### src/rtl/fault_campaign_ctrl.sv
// ---------------------------------------------------------------------------
// fault_campaign_ctrl
//
// Sequencer for stuck-at fault campaigns. Arms one fault site at a time,
// replays the same pseudo-random vector sequence into a golden and a faulted
// copy of the DUT, compares their outputs every RUN cycle and reports a
// per-fault detect result plus a running count of detected faults.
//
// Ports:
//   clk           clock, all state changes on the rising edge
//   rst_n         asynchronous active-low reset
//   start         begin a campaign (only honoured in IDLE)
//   abort         synchronous abort back to IDLE, priority over start
//   fault_en      one-hot stuck-at enable to the faulted DUT, 0 when unarmed
//   vec_out       16-bit LFSR stimulus to both DUT copies
//   golden_y      fault-free DUT output (combinational from vec_out)
//   faulty_y      faulted DUT output (combinational from vec_out)
//   busy          high in every state except IDLE
//   done          one-cycle pulse when the campaign completes
//   det_valid     one-cycle pulse per fault result
//   det_flag      1 = fault det_fault was detected, valid with det_valid
//   det_fault     index of the fault being reported
//   detected_cnt  number of detected faults so far
// ---------------------------------------------------------------------------
module fault_campaign_ctrl #(
  parameter int NFAULTS    = 32,
  parameter int NVEC       = 64,
  parameter int WIDTH      = 16,
  parameter int EARLY_EXIT = 1,
  localparam int FW = (NFAULTS > 1) ? $clog2(NFAULTS) : 1,
  localparam int VW = (NVEC > 1) ? $clog2(NVEC) : 1
) (
  input  logic               clk,
  input  logic               rst_n,
  input  logic               start,
  input  logic               abort,
  output logic [NFAULTS-1:0] fault_en,
  output logic [15:0]        vec_out,
  input  logic [WIDTH-1:0]   golden_y,
  input  logic [WIDTH-1:0]   faulty_y,
  output logic               busy,
  output logic               done,
  output logic               det_valid,
  output logic               det_flag,
  output logic [FW-1:0]      det_fault,
  output logic [FW:0]        detected_cnt
);

  localparam logic [15:0]        LFSR_SEED = 16'hACE1;
  localparam logic [NFAULTS-1:0] ONE_HOT0  = NFAULTS'(1);

  typedef enum logic [2:0] {
    S_IDLE,
    S_ARM,
    S_RUN,
    S_LOG,
    S_DONE
  } state_t;

  state_t        state, state_next;
  logic [FW-1:0] cur_fault;
  logic [VW-1:0] vcnt;
  logic          det;
  logic [15:0]   lfsr;
  logic [15:0]   lfsr_next;
  logic          mismatch;
  logic          run_exit;
  logic          last_vec;
  logic          last_fault;

  // Fibonacci LFSR, taps 16,14,13,11 expressed on a right-shifting register.
  assign lfsr_next  = {lfsr[0] ^ lfsr[2] ^ lfsr[3] ^ lfsr[5], lfsr[15:1]};
  assign last_vec   = (vcnt == VW'(NVEC - 1));
  assign last_fault = (cur_fault == FW'(NFAULTS - 1));

  assign vec_out = lfsr;
  assign busy    = (state != S_IDLE);

  // NOTE: every signal driven here gets a default before the case statement,
  // so no path leaves it unassigned and no latch is inferred.
  always_comb begin
    state_next = state;
    mismatch   = 1'b0;
    run_exit   = 1'b0;
    case (state)
      S_IDLE: if (start) state_next = S_ARM;
      S_ARM:  state_next = S_RUN;
      S_RUN: begin
        // Comparison is only meaningful while vectors are being applied.
        mismatch = (golden_y != faulty_y);
        run_exit = last_vec || ((EARLY_EXIT != 0) && mismatch);
        if (run_exit) state_next = S_LOG;
      end
      S_LOG:  state_next = last_fault ? S_DONE : S_ARM;
      S_DONE: state_next = S_IDLE;
      default: state_next = S_IDLE;
    endcase
    if (abort) state_next = S_IDLE;
  end

  // NOTE: sequential state uses non-blocking assignments so every register
  // samples the pre-edge values regardless of statement order.
  always_ff @(posedge clk or negedge rst_n) begin
    if (!rst_n) state <= S_IDLE;
    else        state <= state_next;
  end

  // Outputs are registered and updated on state entry, so fault_en only
  // changes when entering ARM (set) or LOG (cleared) and never glitches.
  always_ff @(posedge clk or negedge rst_n) begin
    if (!rst_n) begin
      cur_fault    <= '0;
      vcnt         <= '0;
      det          <= 1'b0;
      lfsr         <= LFSR_SEED;
      fault_en     <= '0;
      done         <= 1'b0;
      det_valid    <= 1'b0;
      det_flag     <= 1'b0;
      det_fault    <= '0;
      detected_cnt <= '0;
    end else if (abort) begin
      // Results in flight are dropped; the count keeps its value.
      fault_en  <= '0;
      done      <= 1'b0;
      det_valid <= 1'b0;
    end else begin
      done      <= 1'b0;
      det_valid <= 1'b0;
      case (state)
        S_IDLE: begin
          if (start) begin
            cur_fault    <= '0;
            detected_cnt <= '0;
            fault_en     <= ONE_HOT0;
            lfsr         <= LFSR_SEED;
            vcnt         <= '0;
            det          <= 1'b0;
          end
        end
        S_RUN: begin
          lfsr <= lfsr_next;
          vcnt <= vcnt + VW'(1);
          det  <= det | mismatch;
          if (run_exit) begin
            fault_en  <= '0;
            det_valid <= 1'b1;
            // Includes a mismatch seen on this final RUN cycle.
            det_flag  <= det | mismatch;
            det_fault <= cur_fault;
          end
        end
        S_LOG: begin
          detected_cnt <= detected_cnt + {{FW{1'b0}}, det_flag};
          if (last_fault) begin
            done <= 1'b1;
          end else begin
            cur_fault <= cur_fault + FW'(1);
            fault_en  <= ONE_HOT0 << (cur_fault + FW'(1));
            lfsr      <= LFSR_SEED;
            vcnt      <= '0;
            det       <= 1'b0;
          end
        end
        default: ;
      endcase
    end
  end

endmodule

### config.mk
export PLATFORM = sky130hd
export DESIGN_NAME = fault_campaign_ctrl
export DESIGN_NICKNAME = d
export VERILOG_FILES = /design/src/rtl/fault_campaign_ctrl.sv
export SDC_FILE = /design/constraint.sdc
export NUM_CORES = 1
export LEC_CHECK = 0
export CORE_MARGIN = 4
export CORE_UTILIZATION = 55
export DETAILED_ROUTE_END_ITERATION = 8
export DONT_BUFFER_PORTS = 1
export GPL_TIMING_DRIVEN = 1
export PLACE_DENSITY = 0.78
export SETUP_SLACK_MARGIN = 0.1
export SYNTH_ARGS = -nofsm -noshare
export SYNTH_HDL_FRONTEND = slang
export SYNTH_SLANG_ARGS = --single-unit
### constraint.sdc
create_clock -name clk -period 2.8 [get_ports clk]
set_input_delay 0.56 -clock clk [delete_from_list [all_inputs] [get_ports clk]]
set_output_delay 0.56 -clock clk [all_outputs]
set_load 0.05 [all_outputs]
==> results of run 1 <==
synthesized netlist by cell type (4+ instances only):
cell type	n
sky130_fd_sc_hd__dfrtp_1	69
sky130_fd_sc_hd__o21ai_0	23
sky130_fd_sc_hd__nand2_1	22
sky130_fd_sc_hd__mux2_4	19
sky130_fd_sc_hd__nor2_1	19
sky130_fd_sc_hd__xnor2_1	19
sky130_fd_sc_hd__nor3_1	16
sky130_fd_sc_hd__a22o_1	12
sky130_fd_sc_hd__inv_1	11
sky130_fd_sc_hd__and3_1	10
sky130_fd_sc_hd__mux2_1	10
sky130_fd_sc_hd__ha_1	9
sky130_fd_sc_hd__dfstp_2	8
sky130_fd_sc_hd__mux2_2	7
sky130_fd_sc_hd__nand4_1	7
sky130_fd_sc_hd__o22a_1	7
sky130_fd_sc_hd__clkbuf_1	6
sky130_fd_sc_hd__nand3_1	6
sky130_fd_sc_hd__a31oi_1	5
sky130_fd_sc_hd__and2_1	4
sky130_fd_sc_hd__buf_2	4
kinds of logic after synthesis:
family | Yosys count | synth area share
muxes | 36 | 0.127
adders and majority gates | 9 | 0.0300
DFF | 77 | 0.515
AOI/OAI and AO/OA | 61 | 0.114
and+or+nand+nor | 96 | 0.130
buffers and inverters | 26 | 0.0333
xor gates and xnor gates | 22 | 0.0513
worst min-delay path by stage:
stage | startpoint | end | slack, ns | depth (start not counted)
2_1_floorplan | rst_n | cur_fault[0] | 0.26 | 0
3_3_place_gp | rst_n | det_valid | 0.27 | 0
3_5_place_dp | rst_n | det_valid | 0.27 | 0
4_1_cts | rst_n | vec_out[0] | 0.03 | 0
5_1_grt | rst_n | vec_out[10] | 0.03 | 0
6_report | rst_n | vec_out[0] | 0.04 | 0
layout make-up:
cell class              instances  area (sq um)  share of cell area
repair buffers                 11           106              0.0259
clock buffers                  11           151              0.0368
well taps                      77          96.3              0.0234
clock inverters                 5          81.3              0.0198
inverters                      12          45.0              0.0109
multi-input cells             224          1700               0.412
flip-flops and latches         77          1940               0.471
layer usage:
metal,GRT usage,share of wire,wire (microns),up-vias
li1,-,-,-,1179
met1,0.236,0.43,3330,1263
met2,0.321,0.49,3800,65
met3,0.0633,0.063,488,15
met4,0.0829,0.019,149,0
met5,0,0,0,-
registers in the layout, indices dropped and copies added, names as in the netlist, 3 cells and up:
signal / flops
state: 3
cur_fault: 5
detected_cnt: 6
vcnt: 6
vec_out: 16
det_fault: 5
fault_en: 32
power groups by stage:
stage	registers [mW]	clock network (mW)	logic, mW
2_1_floorplan	1.35	0	0.186
3_3_place_gp	1.37	0	0.207
3_5_place_dp	1.37	0	0.213
4_1_cts	1.35	0.979	0.238
5_1_grt	1.36	1.03	0.264
6_report	1.34	0.964	0.237
stage by stage:
step	cell area (sq um)	utilization	setup slack, ns	cells	hold WS, ns
floorplan	3760	-	0.280	327	0.264
global placement	3850	0.593	0.263	400	0.266
detailed placement	3850	0.593	0.203	400	0.267
CTS	4110	0.633	0.185	417	0.0287
global route	4110	0.633	0.0939	417	0.0266
finish	4110	0.633	0.254	417	0.0434
layout by cell type, fill, tap and decap left out, types with 8 or more instances in the layout:
master / netlist / final
sky130_fd_sc_hd__dfstp_2: 8 / 8
sky130_fd_sc_hd__o21ai_0: 23 / 22
sky130_fd_sc_hd__buf_4: 0 / 9
sky130_fd_sc_hd__nor2_1: 19 / 19
sky130_fd_sc_hd__ha_1: 9 / 9
sky130_fd_sc_hd__xnor2_1: 19 / 19
sky130_fd_sc_hd__a22o_1: 12 / 12
sky130_fd_sc_hd__nor3_1: 16 / 16
sky130_fd_sc_hd__and3_1: 10 / 10
sky130_fd_sc_hd__mux2_4: 19 / 19
sky130_fd_sc_hd__mux2_1: 10 / 10
sky130_fd_sc_hd__dfrtp_1: 69 / 69
sky130_fd_sc_hd__nand2_1: 22 / 22
sky130_fd_sc_hd__inv_1: 11 / 11
sky130_fd_sc_hd__clkbuf_8: 0 / 11
repair_timing:
action	CTS	global route
gates resized for setup	0	2
endpoints found under the hold margin	69	0
hold buffers	1	0
endpoints found under the setup margin	0	31
==> results.md, run 1 <==
* Fraction of registers with async set or reset after synthesis at 1.00
* Average wire per cell in the routed design at 18.6 microns
* Standard cell core area at 0.00649 sq mm
* Combined area of all synthesized cells at 0.00376 sq mm
* Critical Path RT at 3.03 ns
* Post-synthesis register bit count at 77
* Main area contributors after synthesis: sky130_fd_sc_hd__dfrtp_1, sky130_fd_sc_hd__mux2_4, sky130_fd_sc_hd__dfstp_2
* Power density normalized to cell area at 619 mW/mm^2
* Layout overhead on the synthesized area at 9.45%
* Total global routing overflow at 0
* Number of buffers added by the clock tree synthesis step at 9
* End of the critical path: fault_en[19]
* Final net count at 380
* FF-to-FF path depth at 9
* Antenna cell count at 0
* Syn Nets at 372
* Initial antenna violation count at 0
* Largest stage delay, worst path at 0.38 ns
* Endpoint of the worst-slack reg-to-reg timing path: fault_en[19]
* Worst setup SP type: flop
* Layout filler cell count at 502
* CP top delay family: compound AO/OA/AOI/OAI gates
* Pin count of the biggest net entering global routing at 70
* Root buf cell: sky130_fd_sc_hd__clkbuf_8
* GR Util All Layers at 0.196
* Outcome: finished, final reports clean
* Total iterations of the first detailed-routing run at 4
* Number of H-tree levels at 3
* Floorplan die height at 90.7 microns
* CTS tree: yes
* Number of synthesized flops with an enable pin at 0
* Via/cell ratio at 6.05
* Max-capacitance violation count at 0
* Proportion of synthesized chip area in sequential cells at 0.515
* Reg-to-reg startpoint: cur_fault[0]
* Area leader, netlist: sky130_fd_sc_hd__dfrtp_1
* Internal power at 1.82 mW
* Final-report setup violation count at 0
* Latest clock arrival within the worst-skew pair at 0.35 ns
* Leakage at 1.93 nW
* Sequential Power Share at 0.528
* Share of the clock period used by the worst path at 0.909
* Layout cell share with drive strength beyond 1 at 0.197
* Fraction of power spent switching nets at 0.284
* Post-Synthesis Cells at 327
* Switching power total at 0.722 mW
* Worst max-slew margin expressed relative to the limit at 0.558
* Peak clock frequency supported by timing at 393 MHz
* Iteration-0 DRC Markers at 152
* Cell occurring most often along the worst timing path: sky130_fd_sc_hd__ha_1
* Routability Congestion at 0.850
* Critical Path Slowest Stage Cell: sky130_fd_sc_hd__dfrtp_1
* Number of cells on the critical path at 9
* Post-detailed-route DRC marker count at 0
* First-pass GRT wire length at 12900 microns
* Worst endpoint data arrival time at 2.78 ns
* Reg2reg setup slack at 0.25 ns
* Vias at 2522
* Setup repair after global routing missed its margin: true
* Number of port buffers at 0
* Final-layout setup total negative slack at 0 ns
* Count of pins on the block boundary at 99
* Post-layout minimum cycle time at 2.55 ns
* Kind of path behind the tightest hold check: in -> async
* Post-synth cell types at 44
* Die Width at 90.7 microns
* Clock tree skew after final layout at 0.0119 ns
* Start point of the critical path: cur_fault[0]
* CTS clock-pin slew for the worst setup and hold paths at 0.08 ns
* Number of post-CTS setup repair buffers at 0
* Average size of a mapped cell at 11.5 sq um
* TritonCTS sink count at 77
* Starting Density at 0.579
* Logic gate share of total power at 0.093
* Hold Fails Final Rpt at 0
* Number of pins with negative max-slew slack in the final report at 0
* Number of core rows at 29
* Fraction of synthesized cell area taken by the top area cell type at 0.459
* Clock power frac at 0.379
* Die Footprint at 0.00822 sq mm
* Remaining number of nets flagged by the antenna check after routing at 0
* Number of global-route vias before repair at 2498
* Number of buffers on the longest clock path at 2
* Synth warnings at 0
* Largest fanout on the critical path at 32
* Cell chain of the critical path: ha_1 -> and3_1 -> ha_1 -> a211oi_1 -> a21bo_2 -> nor2_4 -> a31oi_4 -> buf_6 -> mux2_1
* HPWL reported at the end of detailed placement at 5390 microns
* Category of the critical setup timing path: reg -> reg
* Primary FF master, synth: sky130_fd_sc_hd__dfrtp_1
* Post-route total power at 2.55 mW
* Slew at the pin closest to its max-slew limit at 0.656 ns
* Maximum resistive drop on vdd at 0.347 mV
* Critical path buffer and inverter count at 1
* Setup crit end kind: flop
* Post-detailed-routing wire length at 7770 microns
(Power assumes the default switching activity.)
==> run 2, diff against run 1 <==
--- a/config.mk
+++ b/config.mk
@@ -12,6 +12,8 @@
 export GPL_TIMING_DRIVEN = 1
 export PLACE_DENSITY = 0.78
 export SETUP_SLACK_MARGIN = 0.1
+export SKIP_LAST_GASP = 1
 export SYNTH_ARGS = -nofsm -noshare
 export SYNTH_HDL_FRONTEND = slang
 export SYNTH_SLANG_ARGS = --single-unit
+export TNS_END_PERCENT = 5
==> results of run 2 <==
Final layout, timing and power as in run 1 (identical DEF).
